**config.mk**
```make
export PLATFORM = sky130hd
export DESIGN_NAME = ifetch_unit
export DESIGN_NICKNAME = d
export VERILOG_FILES = /design/src/rtl/ifetch_unit.sv
export SDC_FILE = /design/constraint.sdc
export NUM_CORES = 1
export LEC_CHECK = 0
export CORE_UTILIZATION = 55
export DETAILED_ROUTE_END_ITERATION = 12
export PLACE_DENSITY = 0.85
export SLEW_MARGIN = 20
export SYNTH_ARGS = -nofsm -noshare
export SYNTH_HDL_FRONTEND = slang
export SYNTH_SLANG_ARGS = --single-unit
```
**constraint.sdc**
```tcl
create_clock -name clk -period 10.12 [get_ports clk]
set_input_delay 2.024 -clock clk [delete_from_list [all_inputs] [get_ports clk]]
set_output_delay 2.024 -clock clk [all_outputs]
set_load 0.005 [all_outputs]
```
**src/rtl/ifetch_unit.sv**
```systemverilog
// ifetch_unit: instruction-fetch initiator for the pipelined MIPS core.
//   Owns the fetch PC, issues word addresses to a one-cycle-latency ROM,
//   captures returned words into a 2-entry skid FIFO and hands them to the
//   IF/ID stage over a valid/ready handshake. Redirects flush everything
//   in flight; reset has priority over redirect, redirect over pop.
// Ports:
//   clk            rising-edge clock
//   rst_n          synchronous active-low reset
//   rom_adr        ROM word index (fetch_pc >> 2), registered
//   rom_dout       ROM read data, valid the cycle after rom_adr is sampled
//   redirect_valid branch/jump taken: flush and refetch
//   redirect_pc    redirect byte address (bits [1:0] ignored)
//   id_ready       decode stage accepts the head entry
//   id_valid       head entry valid
//   id_instr       instruction at head
//   id_pc          byte PC of id_instr
//   id_pc_plus4    id_pc + 4
module ifetch_unit #(
  parameter int unsigned ADDR_W = 32,
  parameter int unsigned DATA_W = 32,
  parameter logic [ADDR_W-1:0] RESET_PC = '0
) (
  input  logic              clk,
  input  logic              rst_n,
  output logic [ADDR_W-1:0] rom_adr,
  input  logic [DATA_W-1:0] rom_dout,
  input  logic              redirect_valid,
  input  logic [ADDR_W-1:0] redirect_pc,
  input  logic              id_ready,
  output logic              id_valid,
  output logic [DATA_W-1:0] id_instr,
  output logic [ADDR_W-1:0] id_pc,
  output logic [ADDR_W-1:0] id_pc_plus4
);

  logic [ADDR_W-1:0] r_fetch_pc;
  logic [ADDR_W-1:0] r_rom_adr;
  logic [ADDR_W-1:0] r_inflight_pc;
  logic              r_inflight;
  logic [DATA_W-1:0] r_instr [2];
  logic [ADDR_W-1:0] r_pc    [2];
  logic              r_head;
  logic [1:0]        r_count;

  logic              w_has;
  logic              w_valid;
  logic              w_pop;
  logic              w_issue;
  logic              w_wr_idx;
  logic [2:0]        w_occ;
  logic [ADDR_W-1:0] w_fetch_pc_nxt;
  logic [ADDR_W-1:0] w_redirect_pc;

  assign w_has   = (r_count != 2'd0);
  assign w_valid = w_has && !redirect_valid;
  assign w_pop   = w_valid && id_ready;

  // Issue only if the word can be stored: buffered + in flight - leaving < 2.
  assign w_occ   = {1'b0, r_count} + {2'b00, r_inflight};
  assign w_issue = (w_occ < (3'd2 + {2'b00, w_pop}));

  // Tail slot is head + count (mod 2). With count==2 a push only happens
  // alongside a pop, so it lands in the slot being freed.
  assign w_wr_idx = r_head ^ r_count[0];

  assign w_fetch_pc_nxt = r_fetch_pc + ADDR_W'(4);
  assign w_redirect_pc  = {redirect_pc[ADDR_W-1:2], 2'b00};

  always_ff @(posedge clk) begin
    if (!rst_n) begin
      r_fetch_pc    <= RESET_PC;
      r_rom_adr     <= RESET_PC >> 2;
      r_inflight_pc <= RESET_PC;
      r_inflight    <= 1'b0;
      r_head        <= 1'b0;
      r_count       <= 2'd0;
      for (int unsigned i = 0; i < 2; i++) begin
        r_instr[i] <= '0;
        r_pc[i]    <= '0;
      end
    end else if (redirect_valid) begin
      r_fetch_pc <= w_redirect_pc;
      r_rom_adr  <= redirect_pc >> 2;
      r_inflight <= 1'b0;
      r_head     <= 1'b0;
      r_count    <= 2'd0;
    end else begin
      if (w_issue) begin
        r_inflight_pc <= r_fetch_pc;
        r_fetch_pc    <= w_fetch_pc_nxt;
        r_rom_adr     <= w_fetch_pc_nxt >> 2;
        r_inflight    <= 1'b1;
      end else begin
        r_inflight <= 1'b0;
      end

      if (r_inflight) begin
        r_instr[w_wr_idx] <= rom_dout;
        r_pc[w_wr_idx]    <= r_inflight_pc;
      end

      if (w_pop) begin
        r_head <= ~r_head;
      end

      case ({r_inflight, w_pop})
        2'b10:   r_count <= r_count + 2'd1;
        2'b01:   r_count <= r_count - 2'd1;
        default: r_count <= r_count;
      endcase
    end
  end

  assign rom_adr     = r_rom_adr;
  assign id_valid    = w_valid;
  assign id_instr    = w_has ? r_instr[r_head] : '0;
  assign id_pc       = w_has ? r_pc[r_head] : '0;
  assign id_pc_plus4 = w_has ? (r_pc[r_head] + ADDR_W'(4)) : '0;

endmodule
```
-- Yosys cells after proc, flatten, opt, wreduce, memory -nomap -nowiden
Memories as Yosys holds them, arrays and structs flattened. A register that Yosys moved wholly into a read port is not among the register bits.
Cells that the tools add are included.
- register bits: 98
- bits in latches: 0
- RAM bits: 128
- memory bits (read-only): 0
- bits of input ports: 68
- output and inout bits: 129
- word-level logic and storage cells: 56
- memories kept: 2
- memories (memory ; depth ; width ; rd ports ; clocked after memory_dff ; write ports ; line ; source):
    r_instr ; 2 ; 32 ; 1 ; 1 ; 2 ; 40 ; logic [DATA_W-1:0] r_instr [2];
    r_pc ; 2 ; 32 ; 1 ; 1 ; 2 ; 41 ; logic [ADDR_W-1:0] r_pc [2];
- add/sub/neg operators: 6
- multiply operators: 0
- div/mod/pow operators: 0
- magnitude comparators: 1
- eq/ne operators: 2
- shift-type cells: 0
- mux-type cells: 24
- bitwise operators: 4
- reduce and logical (&&, ||, !) cells: 10
- operator list (operator ; number):
    $mux 32 ; 7
    $add 32x3->32 const B ; 2
    $reduce_or 32->1 ; 2
    $mux 30 ; 2
    $mux 1 ; 14
    $reduce_bool 2->1 ; 3
    $pmux 2 s2 ; 1
    $add 2x1->3 ; 1
    $add 2x1->3 const A ; 1
    $lt 3x3->1 ; 1
    $not 1->1 ; 3
    $add 2x1->2 const B ; 1
    $eq 2x1->1 const B ; 1
    $eq 2x2->1 const B ; 1
    $logic_and 1x1->1 ; 2
    $reduce_and 2->1 ; 1
    $reduce_or 2->1 ; 1
    $sub 2x1->2 const B ; 1
    $logic_not 1->1 ; 1
    $xor 1x1->1 ; 1

-- Depth between registers and ports, before layout
Gate-level depths: netlist of run 1.
- word-level depth: 7
- mapped depth: 11
- mapped depth without buffers: 7

-- Worst setup path before layout of run 1
OpenSTA, ideal clock, no wires.
- path kind: input to register
- from: input redirect_valid
- to: memory r_instr[0][0] (enable)
- setup time: 0.568 ns
- arrival: 6.625 ns
- setup slack: 2.927 ns
- cell stages on the path: 3
- buffers on the path: 0
- cell sequence: clkinv_1 -> nand3_1 -> o21ai_0
- RTL lines (what ; line ; source):
    start: declaration ; 27 ; input logic redirect_valid,
    end: declaration ; 40 ;

==> run metrics, run 1 <==
Slew Limit Fails 0; min-delay src r_inflight_pc[7]$_SDFFE_PN0P_; placement row count 47; hpwl dp 14,400 microns; Tot GR Track Use 0.250; setup TNS 0 ns; synthesized instance count 922; die area 17,500 sq um; ys flop type edfxtp_1; min Tclk post-route 6.56 ns; drt via density 5.59; clock latency on the worst-skew pair 0.43 ns; worst slew pin tran 0.953 ns; worst r2r path cells 6; WHS Path Cells 2; ranking of synthesized cells by area edfxtp_1 (40%), dfxtp_1 (14%), and2_1 (8.8%), mux2i_1 (6.3%), nand2_1 (3.7%); CTS tree done; final wirelength 21,500 microns; final setup skew 0.00915 ns; Num CTS Buffers 17; Post-synth ARST share 0; Sw Pwr 0.000389 W; Internal 0.00135 W; fillers 1,184; final setup fails 0; CTS H-tree depth 4; GRT overflow 0; DIE HEIGHT 132 microns; Slew HR 0.365; status finished clean; # hold bufs at CTS 0; post-cts sizing count 0; number of global-route vias before repair 6,808; ant diodes 0; combinational power share 0.088; largest net degree at the start of global routing 69; Flop pwr share 0.510; Synth Cell Area 9340 sq um; Routed Antenna Nets 0; Final Util 0.726; Root Buffer clkbuf_16; Fin. Hold Viols 0; VDD IR-drop max 99.9 uV; Avg Synthesized Cell Area 10.1 sq um; Starting Density 0.563; Lkg Pwr 4.02 nW; post-synthesis sequential area ratio 0.538; # IOs 197; Layout area overhead 28.8%; routed via count 7,340; Max Clk Rate 153 MHz; share of layout cells above drive strength 1 0.0568; switching share of power 0.224; Worst Hold Class reg2reg; Avg WL per Cell 16.4 microns; R2R Path Start r_count[0]$_SDFFE_PP0P_; Clock Power Share 0.402; Unique masters post-synth 49; Bufs on Longest Clock Path 2; Worst Setup Start Kind flop; synthesized flop and latch total 189; core area 16,600 sq um; IO Port Bufs 188; TritonRoute pass-1 iters 5; RD Place Congestion 0.828; Crit Path Max Fanout 59; most common cell after layout, fill and taps aside clkdlybuf4s50_1; Setup CP Type reg2out; Data arrival, critical path 4.53 ns; top cell type by total area after synthesis edfxtp_1; most frequent cells in the layout clkdlybuf4s50_1 (188), and2_1 (131), edfxtp_1 (124); RSZ-0062 raised after global routing no; layout net count 1,152; YS warnings 0; initial antenna violation count 0; area share of the largest cell type after synthesis 0.399; clk slew on worst S/H paths 0.06 ns; die width 132 microns; Post CTS Setup Buffer Count 0; crit end category primary output; Tcrit/Tclk final 0.648; DRC violations left 0; clk sinks 189; DRT iter0 DRCs 567; EDFF count, synth 124; max cap viols 0; first-pass GRT wire length 34,600 microns; Worst Path Required 8.10 ns; Pwr Density 144 nW/um^2
-- per-stage QoR --
stage / power (W) / std cells / worst slack, ns / hold WS [ns] / cell area [sq um]
CTS: 0.00174 / 1311 / 3.56 / 0.462 / 12000
global route: 0.00179 / 1312 / 3.28 / 0.476 / 12000
finish: 0.00174 / 1312 / 3.56 / 0.461 / 12000
floorplan: 0.000972 / 927 / 2.93 / 0.440 / 9360
global placement: 0.00105 / 1277 / 4.09 / 0.448 / 11300
detailed placement: 0.00105 / 1279 / 4.03 / 0.453 / 11400
-- cell type report --
| class | instances | area (sq um) | area share |
|---|---|---|---|
| Clock buffer | 17 | 425 | 0.0354 |
| Clock inverter | 15 | 196 | 0.0163 |
| Inverter | 9 | 33.8 | 0.00281 |
| Multi-Input combinational cell | 663 | 4060 | 0.337 |
| Sequential cell | 189 | 5030 | 0.418 |
| Tap cell | 220 | 275 | 0.0229 |
| Timing Repair Buffer | 199 | 2020 | 0.168 |
-- routing by layer --
layer / routed length (microns) / track usage
met5: 0 / 0
met4: 352 / 0.0805
met3: 1210 / 0.0396
met2: 10300 / 0.413
met1: 9610 / 0.337
-- cell usage after synthesis (9+ instances only) --
cell type and instances:
clkbuf_1 45, o21ai_0 45, a31oi_1 9, nand3_1 24, nor3_1 10, nand2_1 93
o31ai_1 14, edfxtp_1 124, dfxtp_1 65, and2_1 131, nor2_1 87, buf_2 12
nand4_1 15, mux2i_1 59, xnor2_1 29, a21oi_1 49
-- power by group through the flow --
stage               sequential, W  combinational [W]  clock, W
detailed placement       0.000902           0.000152         0
CTS                      0.000885           0.000154  0.000701
global placement         0.000899           0.000149         0
global route             0.000890           0.000168  0.000732
finish                   0.000886           0.000153  0.000698
floorplan                0.000897          0.0000753         0
-- sequential cells by signal, summed over array words and instances, names as in the netlist, named ones only --
register,flops
r_inflight,1
r_instr,64
r_count,2
r_head,1
r_inflight_pc,30
r_pc,60
r_fetch_pc,30
-- path summary, 6_finish.rpt --
check / endpoint / slack [ns]
max: id_pc_plus4[24] / 3.56
min: r_inflight_pc[7]$_SDFFE_PN0P_ / 0.46
max reg2reg: r_inflight_pc[27]$_SDFFE_PN0P_ / 7.19
min reg2reg: r_inflight_pc[7]$_SDFFE_PN0P_ / 0.46
-- logic make-up (layout without fill, tap and decap cells) --
family          Yosys count  in the layout  share of synthesized area
compound gates          135            135                     0.0834
xor+xnor                 36             36                     0.0338
fa+ha+maj                 5              5                    0.00670
buf+inv                  75            240                     0.0350
flops                   189            189                      0.538
mux                      67             67                     0.0729
other cells               1              6                   0.000401
simple gates            414            414                      0.230
-- critical path, cell delays in order, from the launching register on --
cell and delay [ns]:
dfxtp_4 0.70, buf_4 0.68, mux2_2 0.33, ha_1 0.15, inv_1 0.08, a211oi_2 0.49, nand4_1 0.47, nor3b_1 0.36
mux2_2 0.37, clkdlybuf4s50_1 0.44
(Power assumes the default switching activity.)
==> run 2: changes to the inputs <==
CORE_UTILIZATION = 47   (was 55)
PLACE_DENSITY = 0.77   (was 0.85)
clock period = 5.6 ns   (was 10.12 ns; I/O delays follow)
==> run 2 against run 1 <==
Non-clock buffer count increased by 2. Setup slack got worse by 3.0 ns. Via count decreased by 1.3%. Largest power group unchanged. Sequential power increased by 81%. Register-to-register slack got worse by 4.5 ns. Hold slack about the same. Clock-buffer cell count unchanged. Total power increased by 79%. Largest cell class unchanged. Utilization decreased by 10 points. Wire length increased by 1.4%. Critical endpoint unchanged. Cell count increased by 3.6%. Flip-flop and latch count unchanged.
==> run metrics, run 2 (synthesis gave the netlist of run 1 again) <==
Starting Density 0.480 (was 0.563); Met3 Routed Length 1170 microns (was 1210 microns); CTS tree done (unchanged); layout net count 1,154 (was 1,152); routed via count 7,245 (was 7,340); VDD IR-drop max 254 uV (was 99.9 uV); initial antenna violation count 0 (unchanged); Crit Path Max Fanout 37 (was 59); Slew Limit Fails 0 (unchanged); clock latency on the worst-skew pair 0.43 ns (about the same); min-delay src r_inflight_pc[7]$_SDFFE_PN0P_ (unchanged); max cap viols 0 (unchanged); Largest register FFs 64 (unchanged); Routed Antenna Nets 0 (unchanged); share of layout cells above drive strength 1 0.0585 (was 0.0568); DR top layer met4 (unchanged); status finished clean (unchanged); final setup skew 0.00898 ns (was 0.00915 ns); Fin. Hold Viols 0 (unchanged); Data arrival, critical path 3.89 ns (was 4.53 ns); Worst Setup Start Kind flop (unchanged); drt via density 5.33 (was 5.59); Num CTS Buffers 17 (unchanged); Max Clk Rate 200 MHz; Avg WL per Cell 16.0 microns (was 16.4 microns); clk slew on worst S/H paths 0.07 ns (was 0.06 ns); Bufs on Longest Clock Path 2 (unchanged); Worst Hold Class reg2reg (unchanged); RSZ-0062 raised after global routing no (unchanged); die area 20,400 sq um (was 17,500 sq um); R2R Path Start r_count[0]$_SDFFE_PP0P_ (unchanged); Sw Pwr 0.000714 W (was 0.000389 W); Worst Hold End r_inflight_pc[7]$_SDFFE_PN0P_ (unchanged); final setup fails 0 (unchanged); GRT overflow 0 (unchanged); TritonRoute pass-1 iters 5 (unchanged); combinational power share 0.090 (was 0.088); RD Place Congestion 0.827 (was 0.828); Lkg Pwr 4.04 nW (was 4.02 nW); switching share of power 0.229 (was 0.224); DRT iter0 DRCs 492 (was 567); die width 143 microns (was 132 microns); Flop pwr share 0.514 (was 0.510); post-cts sizing count 0 (unchanged); total power 0.00311 W (was 0.00174 W); top flop regs r_instr (64), r_pc (60) (unchanged); min Tclk post-route 5.01 ns; number of global-route vias before repair 6,832 (was 6,808); Reg with most FFs r_instr (unchanged); # IOs 197 (unchanged); routed wl met2 10,400 microns (was 10,300 microns); Internal 0.00240 W (was 0.00135 W); R2R setup slack 2.69 ns (was 7.19 ns); most frequent cells in the layout clkdlybuf4s50_1 (188), and2_1 (131), edfxtp_1 (124) (unchanged); Post CTS Setup Buffer Count 0 (unchanged); Root Buffer clkbuf_16 (unchanged); placement row count 51 (was 47); most common cell after layout, fill and taps aside clkdlybuf4s50_1 (unchanged); WHS Path Cells 2 (unchanged); ant diodes 0 (unchanged); Setup CP Type reg2out (unchanged); crit end category primary output (unchanged); DRC violations left 0 (unchanged); Worst Path Required 4.48 ns (was 8.10 ns); largest net degree at the start of global routing 76 (was 69); Layout area overhead 29.6% (was 28.8%); Slew HR 0.384 (was 0.365); hpwl dp 14,800 microns (was 14,400 microns); # hold bufs at CTS 0 (unchanged); RR Endpoint r_inflight_pc[3]$_SDFFE_PN0P_ (was r_inflight_pc[27]$_SDFFE_PN0P_); setup TNS 0 ns (unchanged); M1 wire length 9810 microns (was 9610 microns); worst r2r path cells 6 (unchanged); Tot GR Track Use 0.217 (was 0.250); Pwr Density 257 nW/um^2 (was 144 nW/um^2); Tcrit/Tclk final 0.895; IO Port Bufs 188 (unchanged); Clock Power Share 0.396 (was 0.402); worst slew pin tran 0.924 ns (was 0.953 ns); CTS H-tree depth 4 (unchanged); DIE HEIGHT 143 microns (was 132 microns); final wirelength 21,800 microns (was 21,500 microns); clk sinks 189 (unchanged); core area 19,500 sq um (was 16,600 sq um); first-pass GRT wire length 34,300 microns (was 34,600 microns)
[run 2: worst max path at each step]
| stage | depth (start not counted) | slack (ns) | to | start |
|---|---|---|---|---|
| 2_1_floorplan | 3 | -0.69 | r_instr[0][0]$_SDFFCE_PN0P_ | redirect_valid |
| 3_5_place_dp | 7 | 1.00 | id_pc_plus4[24] | flop |
| 3_3_place_gp | 7 | 1.10 | id_pc_plus4[24] | flop |
| 4_1_cts | 7 | 0.54 | id_pc_plus4[24] | flop |
| 5_1_grt | 7 | 0.26 | id_pc_plus4[24] | flop |
| 6_report | 7 | 0.59 | id_pc_plus4[24] | flop |
[run 2: metrics by stage]
| stage | hold slack (ns) | utilization | worst slack (ns) | instances | area, sq um |
|---|---|---|---|---|---|
| 6_report | 0.461 | 0.622 | 0.590 | 1359 | 12100 |
| 4_1_cts | 0.467 | 0.622 | 0.541 | 1359 | 12100 |
| 5_1_grt | 0.488 | 0.622 | 0.255 | 1359 | 12100 |
| 2_1_floorplan | 0.440 | - | -0.689 | 927 | 9360 |
| 3_5_place_dp | 0.458 | 0.591 | 1.00 | 1327 | 11500 |
| 3_3_place_gp | 0.447 | 0.588 | 1.10 | 1325 | 11400 |
[run 2: area by class of cell]
type / instances / area, sq um
clock inverters: 15 / 184
flip-flops and latches: 189 / 5030
multi-input cells: 663 / 4060
fillers: 1549 / 7360
well taps: 265 / 332
clock buffers: 17 / 425
repair buffers: 201 / 2040
inverters: 9 / 33.8
[run 2: power groups by stage]
stage / sequential, W / clock, W / combinational, W
after global placement: 0.00163 / 0 / 0.000275
after global routing: 0.00161 / 0.00130 / 0.000307
after CTS: 0.00160 / 0.00125 / 0.000283
after floorplan: 0.00162 / 0 / 0.000136
after detailed placement: 0.00163 / 0 / 0.000281
final: 0.00160 / 0.00123 / 0.000280
[run 2: critical path: stages, from the launching register on]
cell and delay, ns:
dfxtp_4 0.71, buf_4 0.52, mux2i_1 0.24, a21oi_1 0.35, nand4_1 0.44, nor3b_1 0.36, mux2_2 0.37, clkdlybuf4s50_1 0.45
[run 2: layer usage]
layer | vias to the layer above | GRT usage
met5 | - | 0
met4 | 0 | 0.0838
li1 | 3554 | -
met1 | 3446 | 0.287
met3 | 28 | 0.0359
met2 | 217 | 0.354
